$ cat src/rtl/muldiv_sequencer.sv
// -----------------------------------------------------------------------------
// muldiv_sequencer
//
// Iterative signed multiply / divide unit feeding the CPU's HI/LO register
// pair. One operation is accepted at a time through a start/busy/done
// handshake. The core runs one bit per cycle on the unsigned operand
// magnitudes: shift-add for MULT, restoring shift-subtract for DIV. The signs
// are applied in a final FIX cycle, and HI/LO are then written with a single
// strobe.
//
// Ports
//   clk         in   system clock, rising edge
//   reset       in   asynchronous active-low reset
//   start       in   request a new operation (sampled only in IDLE)
//   op          in   0 = signed MULT, 1 = signed DIV (sampled with start)
//   a           in   multiplicand / dividend (sampled with start)
//   b           in   multiplier / divisor (sampled with start)
//   busy        out  high whenever the sequencer is not IDLE
//   done        out  one-cycle completion pulse (also for divide-by-zero)
//   div0        out  one-cycle pulse with done when DIV had b == 0
//   hilo_write  out  one-cycle pulse with done when hi/lo were updated
//   hi          out  upper product or remainder
//   lo          out  lower product or quotient
// -----------------------------------------------------------------------------
`timescale 1ns/1ps

module muldiv_sequencer #(
    parameter int WIDTH = 32
) (
    input  logic             clk,
    input  logic             reset,
    input  logic             start,
    input  logic             op,
    input  logic [WIDTH-1:0] a,
    input  logic [WIDTH-1:0] b,
    output logic             busy,
    output logic             done,
    output logic             div0,
    output logic             hilo_write,
    output logic [WIDTH-1:0] hi,
    output logic [WIDTH-1:0] lo
);

    localparam int CW = $clog2(WIDTH);

    typedef enum logic [1:0] {
        S_IDLE,
        S_RUN,
        S_FIX,
        S_ZERO
    } state_t;

    state_t           state_q;
    logic             op_q;
    logic             neg_a_q;
    logic             neg_b_q;
    logic [CW-1:0]    cnt_q;
    // acc_hi_q:acc_lo_q is the MULT product accumulator (multiplier shifts
    // out of acc_lo_q) or, for DIV, remainder:dividend-then-quotient.
    logic [WIDTH-1:0] acc_hi_q, acc_hi_d;
    logic [WIDTH-1:0] acc_lo_q, acc_lo_d;
    // opnd_q is the multiplicand magnitude for MULT, divisor magnitude for DIV.
    logic [WIDTH-1:0] opnd_q;
    logic             done_q;
    logic             div0_q;
    logic             hilo_write_q;
    logic [WIDTH-1:0] hi_q;
    logic [WIDTH-1:0] lo_q;

    // Magnitudes; -2^(WIDTH-1) maps onto itself, which is the correct
    // unsigned magnitude.
    logic [WIDTH-1:0] abs_a;
    logic [WIDTH-1:0] abs_b;
    assign abs_a = a[WIDTH-1] ? (~a + 1'b1) : a;
    assign abs_b = b[WIDTH-1] ? (~b + 1'b1) : b;

    // One iteration of either algorithm.
    logic [WIDTH:0] mul_sum;
    logic [WIDTH:0] div_trial;
    logic [WIDTH:0] div_diff;
    assign mul_sum   = {1'b0, acc_hi_q} + (acc_lo_q[0] ? {1'b0, opnd_q} : '0);
    assign div_trial = {acc_hi_q, acc_lo_q[WIDTH-1]};
    assign div_diff  = div_trial - {1'b0, opnd_q};

    // NOTE: every always_comb output is assigned on every path (here each
    // branch is complete); a missing assignment would infer a latch.
    always_comb begin
        if (!op_q) begin
            acc_hi_d = mul_sum[WIDTH:1];
            acc_lo_d = {mul_sum[0], acc_lo_q[WIDTH-1:1]};
        end else if (!div_diff[WIDTH]) begin
            // Trial subtraction fits: keep the difference, quotient bit 1.
            acc_hi_d = div_diff[WIDTH-1:0];
            acc_lo_d = {acc_lo_q[WIDTH-2:0], 1'b1};
        end else begin
            // Restore: keep the shifted remainder, quotient bit 0.
            acc_hi_d = div_trial[WIDTH-1:0];
            acc_lo_d = {acc_lo_q[WIDTH-2:0], 1'b0};
        end
    end

    // Sign fix-up of the finished magnitudes.
    logic [2*WIDTH-1:0] prod_mag;
    logic [2*WIDTH-1:0] prod_fix;
    logic [WIDTH-1:0]   quot_fix;
    logic [WIDTH-1:0]   rem_fix;
    logic [WIDTH-1:0]   fix_hi;
    logic [WIDTH-1:0]   fix_lo;
    assign prod_mag = {acc_hi_q, acc_lo_q};
    assign prod_fix = (neg_a_q ^ neg_b_q) ? (~prod_mag + 1'b1) : prod_mag;
    assign quot_fix = (neg_a_q ^ neg_b_q) ? (~acc_lo_q + 1'b1) : acc_lo_q;
    assign rem_fix  = neg_a_q ? (~acc_hi_q + 1'b1) : acc_hi_q;
    assign fix_hi   = op_q ? rem_fix  : prod_fix[2*WIDTH-1:WIDTH];
    assign fix_lo   = op_q ? quot_fix : prod_fix[WIDTH-1:0];

    // NOTE: sequential state uses non-blocking assignments so every register
    // samples the pre-edge values regardless of statement order.
    always_ff @(posedge clk or negedge reset) begin
        if (!reset) begin
            // The datapath registers are plain flops, so clearing them on
            // reset costs nothing and keeps outputs deterministic.
            state_q      <= S_IDLE;
            op_q         <= 1'b0;
            neg_a_q      <= 1'b0;
            neg_b_q      <= 1'b0;
            cnt_q        <= '0;
            acc_hi_q     <= '0;
            acc_lo_q     <= '0;
            opnd_q       <= '0;
            done_q       <= 1'b0;
            div0_q       <= 1'b0;
            hilo_write_q <= 1'b0;
            hi_q         <= '0;
            lo_q         <= '0;
        end else begin
            done_q       <= 1'b0;
            div0_q       <= 1'b0;
            hilo_write_q <= 1'b0;
            case (state_q)
                S_IDLE: begin
                    if (start) begin
                        op_q     <= op;
                        neg_a_q  <= a[WIDTH-1];
                        neg_b_q  <= b[WIDTH-1];
                        cnt_q    <= '0;
                        acc_hi_q <= '0;
                        acc_lo_q <= op ? abs_a : abs_b;
                        opnd_q   <= op ? abs_b : abs_a;
                        state_q  <= (op && (b == '0)) ? S_ZERO : S_RUN;
                    end
                end
                S_RUN: begin
                    acc_hi_q <= acc_hi_d;
                    acc_lo_q <= acc_lo_d;
                    cnt_q    <= cnt_q + 1'b1;
                    if (cnt_q == CW'(WIDTH - 1)) begin
                        state_q <= S_FIX;
                    end
                end
                S_FIX: begin
                    hi_q         <= fix_hi;
                    lo_q         <= fix_lo;
                    done_q       <= 1'b1;
                    hilo_write_q <= 1'b1;
                    state_q      <= S_IDLE;
                end
                S_ZERO: begin
                    done_q  <= 1'b1;
                    div0_q  <= 1'b1;
                    state_q <= S_IDLE;
                end
                default: state_q <= S_IDLE;
            endcase
        end
    end

    assign busy       = (state_q != S_IDLE);
    assign done       = done_q;
    assign div0       = div0_q;
    assign hilo_write = hilo_write_q;
    assign hi         = hi_q;
    assign lo         = lo_q;

endmodule

$ cat config.mk
export PLATFORM = sky130hd
export DESIGN_NAME = muldiv_sequencer
export DESIGN_NICKNAME = d
export VERILOG_FILES = /design/src/rtl/muldiv_sequencer.sv
export SDC_FILE = /design/constraint.sdc
export NUM_CORES = 1
export LEC_CHECK = 0
export CAP_MARGIN = 20
export CORE_MARGIN = 2
export CORE_UTILIZATION = 35
export CTS_CLUSTER_DIAMETER = 120
export DETAILED_ROUTE_END_ITERATION = 6
export PLACE_DENSITY = 0.53
export SLEW_MARGIN = 0
export SYNTH_ARGS = -nofsm -noshare
export SYNTH_HDL_FRONTEND = slang
export SYNTH_SLANG_ARGS = --single-unit
$ cat constraint.sdc
create_clock -name clk -period 4.2 [get_ports clk]
set_clock_uncertainty 0.2 [all_clocks]
set_input_delay 0.42 -clock clk [delete_from_list [all_inputs] [get_ports clk]]
set_output_delay 0.42 -clock clk [all_outputs]
set_load 0.01 [all_outputs]
==> results of run 1 <==
[layer usage]
layer / vias up / part of all wire [%]
met2: 507 / 44
met4: 2 / 2.6
met5: - / 0.019
met1: 6843 / 47
met3: 58 / 6.3
li1: 6903 / -
[sequential cells by signal (all words and copies together), names as in the netlist, 2 cells and up]
register,cells
acc_hi_q,32
acc_lo_q,32
hi,32
lo,32
opnd_q,32
cnt_q,5
state_q,2
[power by group through the flow]
stage	clock network [uW]	registers [uW]	logic, uW
CTS	1640	3130	10700
floorplan	0	2890	7430
global route	1700	3240	11900
detailed placement	0	3160	10700
global placement	0	3150	10700
finish	1610	3160	10900
[per-stage QoR]
stage,worst slack [ns],hold WS [ns],std cells,utilization [%]
floorplan,0.8894,-0.07559,1864,-
global placement,0.2885,0.2622,2485,40.25
detailed placement,0.2387,0.2664,2485,40.25
CTS,0.4614,0.2842,2517,41.62
global route,0.2212,0.3107,2517,41.62
finish,0.4747,0.2801,2518,41.62
[cell type report]
type                    count  area [sq um]
well taps                 539         674.4
clock buffers              19         442.9
multi-input cells        1514          9694
repair buffers            201          1858
fillers                  4318         24320
flip-flops and latches    173          4330
inverters                  59         221.5
diodes                      1         2.502
clock inverters            12         117.6
[final timing paths]
| path | start | to | slack (ns) |
|---|---|---|---|
| setup / recovery | acc_lo_q[0]$_DFFE_PN0P_ | acc_hi_q[30]$_DFFE_PN0P_ | 0.47 |
| hold / removal | lo[15]$_DFFE_PN0P_ | lo[15]$_DFFE_PN0P_ | 0.28 |
| setup reg to reg | acc_lo_q[0]$_DFFE_PN0P_ | acc_hi_q[30]$_DFFE_PN0P_ | 0.47 |
| hold reg to reg | lo[15]$_DFFE_PN0P_ | lo[15]$_DFFE_PN0P_ | 0.28 |
| max in group asynchronous | reset | acc_hi_q[6]$_DFFE_PN0P_ | 2.32 |
| min in group asynchronous | reset | lo[17]$_DFFE_PN0P_ | 0.46 |
[cell families (layout without fill, tap and decap cells)]
kind of cell | after synthesis | in the layout
other | 0 | 1
buffers and inverters | 177 | 291
and+or+nand+nor | 584 | 584
adders and majority gates | 72 | 72
xor gates and xnor gates | 180 | 180
AOI/OAI and AO/OA | 627 | 627
muxes | 51 | 51
DFF | 173 | 173
[cell usage in the layout, fill, tap and decap left out, drive strengths merged, types with 10 or more instances in the layout]
master,Yosys,routed
nor2,173,173
a21oi,151,151
nand4,10,10
o211ai,26,26
or3,28,28
o21ai,220,220
mux2i,46,46
a22oi,25,25
clkbuf,105,19
ha,70,70
o41ai,10,10
nor3,43,43
nand2,212,212
xor2,84,84
a21o,39,39
dfrtp,173,173
xnor2,96,96
buf,13,67
clkdlybuf4s50,0,133
nand2b,23,23
or4,13,13
a211oi,40,40
and2,14,14
nand3,18,18
inv,59,68
nor4,11,11
a31oi,24,24
o31ai,26,26
[worst max-delay path, stage by stage, from the launching register on]
cell	delay, ns
dfrtp_1	0.44
inv_1	0.37
nor2_1	0.12
ha_1	0.36
o211ai_1	0.17
o21ai_0	0.20
o211ai_1	0.34
nand3_1	0.16
and2_1	0.21
a311o_1	0.41
a221oi_1	0.32
xor2_1	0.19
o221ai_1	0.12
[repair_timing]
item | 4_1_cts | 5_1_grt
resized for setup | 0 | 0
hold buffers | 1 | 0
hold endpoints to repair | 93 | 0
setup buffers | 0 | 0
==> impl_metrics.csv, run 1 <==
group,metric,value,unit
cells_and_area,finalNetCount,2106,
timing,period_needed,3.725,ns
clock_network,clk_latency,0.45,ns
power_and_ir_drop,power.share.combinational,69.5,%
floorplanning,die-area,0.04358,sq mm
synthesis,synth_cell_type_count,74,
floorplanning,die_w,208.8,microns
outcome,violations,"DRC",
clock_network,htree_levels,4,
synthesis,synth_top_family_by_area,"compound AO/OA/AOI/OAI gates",
route,antenna_left,0,
critical_path,rr_worst_depth,12,
clock_network,clockBufferDepth,2,
route,wirelength,53.17,mm
synthesis,muxShareOfSynthArea,3.522,%
floorplanning,die_y,208.8,microns
synthesis,synth_area_leaders,"dfrtp_1, o21ai_0, ha_1",
synthesis,ys_ff_latch,173,
power_and_ir_drop,ir_drop,0.2848,mV
synthesis,yosysWarnings,0,
route,dr.pass1.iters,7,
synthesis,yosys-top-cells-count,"nand2_1, o21ai_0, dfrtp_1, nor2_1, a21oi_1",
global_routing,grt_max_degree,97,
floorplanning,core,0.04167,sq mm
clock_network,cts.clk_slew.worst_paths,0.07,ns
timing,max_freq,0.2684,GHz
power_and_ir_drop,p_total,15660,uW
cells_and_area,drive_above_1_share,6.977,%
power_and_ir_drop,p_seq_share,20.2,%
critical_path,cp-start-kind,"flop",
timing,drv_slew,0,
synthesis,synth.cell_area,0.01467,sq mm
global_routing,use_met1,35.45,%
timing,min_period_over_period,88.70,%
synthesis,synthCells,1864,
place,io_buffers,135,
timing,grt_setup_unrepaired,"false",
synthesis,synth_fa_ha_area_share,6.242,%
critical_path,cp_data_arrival_time,3.83,ns
place,dp_hpwl,42.07,mm
critical_path,critPathMaxFanout,11,
min_path,hp-class,"reg2reg",
timing,hold_viol,0,
outcome,status,"finished, violations left",
power_and_ir_drop,p_sw,8244,uW
min_path,hold_depth,2,
clock_network,cts_buffers,17,
clock_network,cts_tree,"built",
global_routing,grt_util_met2,36.78,%
route,wl_per_cell,21.12,microns
floorplanning,row_count,75,
timing,slew_headroom,34.67,%
critical_path,endpoint_kind,"flop",
global_routing,grt_use_total,24.06,%
place,post_dp_cell_area,0.01677,sq mm
global_routing,antenna_found_initial,1,
timing,fin_tns_setup,0,ns
clock_network,cts_num_sinks,173,
global_routing,met3_usage,3.021,%
synthesis,synth_async_sr_flop_share,100.0,%
synthesis,synth_compound_area_share,26.57,%
route,vias,14313,
route,drc,1,
synthesis,yosys_most_used_dff,"dfrtp_1",
synthesis,synth_nets,2004,
route,drt_iter0_drc,1051,
cells_and_area,final_area,0.01734,sq mm
power_and_ir_drop,leakagePower,0.007287,uW
global_routing,grt_overflow_total,0,
global_routing,grt_pass1_vias,13224,
synthesis,synth_edf_count,0,
floorplanning,ioPinCount,136,
synthesis,synth-simple-area-share,18.73,%
timing,finalSetupViolations,0,
clock_network,cts_root_buf,"clkbuf_16",
synthesis,seq_area_frac_synth,29.50,%
floorplanning,initial_core_util,35.22,%
synthesis,yosysTopAreaCellShare,29.50,%
cells_and_area,syn2layout_area_growth,18.19,%
place,gp_congestion,0.9543,
critical_path,required,4.30,ns
synthesis,synthMostInstantiatedCell,"nand2_1",
power_and_ir_drop,p_clk_share,10.3,%
route,viasPerCell,5.684,
global_routing,grt_pass1_wl,80.98,mm
power_and_ir_drop,power_density,903.2,mW/mm^2
synthesis,avgSynthCellArea,7.872,sq um
global_routing,busiest_layer,"met2",
synthesis,synthXorXnorAreaFrac,10.74,%
power_and_ir_drop,swShare,52.63,%
timing,worst_pin_slew,0.9751,ns
synthesis,yosys.area.top_type,"dfrtp_1",
run,cap_violations,0,
power_and_ir_drop,p_int,7420,uW
critical_path,crit_type,"reg2reg",
Note: power is estimated with default switching activity, not from simulation.
==> run 2: changes to the inputs <==
--- a/config.mk
+++ b/config.mk
@@ -10,6 +10,8 @@
 export CORE_UTILIZATION = 35
 export CTS_CLUSTER_DIAMETER = 120
 export DETAILED_ROUTE_END_ITERATION = 6
+export GPL_TIMING_DRIVEN = 0
+export HOLD_SLACK_MARGIN = 0.06
 export PLACE_DENSITY = 0.53
 export SLEW_MARGIN = 0
 export SYNTH_ARGS = -nofsm -noshare
==> run 2 against run 1 <==
Compared with the run above: the run now ends clean; critical path depth increased by 1; via count increased by 2.5%; wire length increased by 9.0%; global-route usage increased by 2.5 points; power decreased by 0.49%; hold slack got worse by 0.020 ns; sequential power increased by 3%; count of clock-buffer cells in the layout decreased by 1; clock power increased by 4%; register-to-register slack got worse by 0.28 ns; first-iteration DRC count increased by 18%; largest cell class unchanged; largest power group unchanged.
==> impl_metrics.csv, run 2 (synthesized netlist as in run 1, its figures left out) <==
group,metric,value,unit
outcome,status,"finished clean",
cells_and_area,syn2layout_area_growth,18.19,%
critical_path,critPathMaxStageDelay,0.50,ns
clock_network,cts_buffers,17,
critical_path,startpoint,"acc_lo_q[0]$_DFFE_PN0P_",
floorplanning,ioPinCount,136,
critical_path,crit_type,"reg2reg",
timing,max_freq,0.2494,GHz
critical_path,slowest_stage,"dfrtp_1",
route,wirelength,57.95,mm
global_routing,grt_overflow_total,0,
cells_and_area,final_common_cell,"nand2_1",
floorplanning,die-area,0.04358,sq mm
place,dp.cells,2536,
global_routing,antenna_found_initial,2,
cells_and_area,final_area,0.01734,sq mm
timing,drv_slew,0,
cells_and_area,post-route-util,41.62,%
power_and_ir_drop,power_density,898.8,mW/mm^2
floorplanning,die_w,208.8,microns
route,antenna_left,0,
critical_path,cp-start-kind,"flop",
global_routing,grt_pass1_wl,87.57,mm
cells_and_area,diodes,0,
timing,min_period_over_period,95.48,%
floorplanning,initial_core_util,35.22,%
timing,grt_setup_unrepaired,"false",
clock_network,cts_num_sinks,173,
route,wl_per_cell,22.56,microns
clock_network,cts_root_buf,"clkbuf_16",
timing,finalSetupViolations,0,
route,drc,0,
floorplanning,row_count,75,
global_routing,grt_max_degree,112,
clock_network,cts_tree,"built",
route,drt_iter0_drc,1235,
critical_path,cp_data_arrival_time,4.21,ns
min_path,hp-class,"in2async",
timing,slew_headroom,39.25,%
place,post_dp_cell_area,0.01670,sq mm
global_routing,grt_pass1_vias,13944,
clock_network,htree_levels,4,
cells_and_area,drive_above_1_share,4.039,%
power_and_ir_drop,leakagePower,0.007128,uW
critical_path,critPathMaxFanout,10,
critical_path,endpoint_kind,"flop",
timing,period_needed,4.010,ns
cells_and_area,instances_no_fill,2569,
clock_network,clockBufferDepth,2,
timing,worst_pin_slew,0.9081,ns
run,cap_violations,0,
place,dp_hpwl,46.72,mm
critical_path,crit_family,"compound AO/OA/AOI/OAI gates",
place,io_buffers,132,
timing,finalWorstSetupSlack,0.1899,ns
critical_path,crit_chain,"inv_2 > clkbuf_2 > nor2_1 > ha_1 > o211ai_1 > a21oi_2 > o21ai_0 > a21oi_1 > a31oi_1 > o31ai_1 > xnor2_1 > a221o_1 > o21ai_1",
cells_and_area,final_cell_mix,"nand2_1, o21ai_0, dfrtp_1",
clock_network,clk_latency,0.48,ns
place,gp_congestion,0.9573,
floorplanning,core,0.04167,sq mm
global_routing,grt_use_total,26.53,%
critical_path,required,4.40,ns
floorplanning,die_y,208.8,microns
route,viasPerCell,5.710,
critical_path,reg2reg_from,"acc_lo_q[0]$_DFFE_PN0P_",
clock_network,cts.clk_slew.worst_paths,0.08,ns
clock_network,postCtsSetupRepairBufs,0,
cells_and_area,finalNetCount,2157,
power_and_ir_drop,ir_drop,0.4101,mV
critical_path,worst-path-buf-inv,2,
timing,hold_viol,0,
route,dr.pass1.iters,5,
route,vias,14668,
place,pre_cts_ws,-0.2161,ns
run 2: cell types whose count changed in the layout (fill, tap and decap cells not counted), moves of 2 or more:
cell,previous run,this run
buf_2,1,5
clkdlybuf4s50_1,133,131
clkbuf_1,1,102
clkbuf_2,0,3
clkinv_4,0,2
inv_6,5,2
buf_1,0,6
buf_4,64,0
run 2: power breakdown:
| group | internal, uW | total, uW | switching [uW] |
|---|---|---|---|
| logic | 4100 | 10600 | 6540 |
| registers | 2310 | 3270 | 961 |
| clock network | 867 | 1680 | 813 |
| total | 7280 | 15600 | 8310 |
run 2: metrics by stage:
stage / TNS (ns) / hold slack (ns) / power, uW
floorplan: 0 / -0.07559 / 10310
finish: 0 / 0.2599 / 15590
CTS: 0 / 0.2824 / 15470
global placement: -858.57 / 0.2616 / 13720
detailed placement: -0.4156 / 0.1906 / 13750
global route: 0 / 0.2907 / 16860
run 2: path summary, 6_finish.rpt:
path / slack [ns] / end / cells after the start
setup reg to reg: 0.19 / acc_hi_q[27]$_DFFE_PN0P_ / 13
min in group clk: 0.28 / opnd_q[20]$_DFFE_PN0P_ / 1
hold / removal: 0.26 / lo[5]$_DFFE_PN0P_ / 2
max in group asynchronous: 2.59 / acc_hi_q[15]$_DFFE_PN0P_ / 3
setup / recovery: 0.19 / acc_hi_q[27]$_DFFE_PN0P_ / 13
hold reg to reg: 0.28 / opnd_q[20]$_DFFE_PN0P_ / 1
run 2: worst reg2reg max path: stages (launching register included):
cell and delay, ns:
dfrtp_1 0.50, inv_2 0.21, clkbuf_2 0.28, nor2_1 0.09, ha_1 0.41, o211ai_1 0.15, a21oi_2 0.30, o21ai_0 0.18
a21oi_1 0.34, a31oi_1 0.23, o31ai_1 0.44, xnor2_1 0.16, a221o_1 0.31, o21ai_1 0.12
run 2: final cells by class:
cell class,instances,area (sq um)
buffer,118,467.9
clock buffer,18,439.2
clock inverter,14,168.9
fill,4364,24320
inverter,59,221.5
multi-input combinational,1514,9677
sequential,173,4329
tap,539,674.4
timing repair buffer,134,1364
run 2: layer usage:
| metal | GRT usage [%] | wire, microns | up-vias |
|---|---|---|---|
| met5 | 0 | 26 | - |
| met4 | 9.236 | 1852 | 4 |
| met3 | 4.824 | 3703 | 98 |
| met2 | 41.25 | 26030 | 445 |
| met1 | 36.97 | 26340 | 7124 |
| li1 | - | - | 6997 |
run 2: timing repair:
item | in CTS | in global routing
hold buffers | 1 | 0
endpoints found under the hold margin | 62 | 0
gates resized for setup | 2 | 8
endpoints found under the setup margin | 4 | 33
pin swaps | 0 | 2
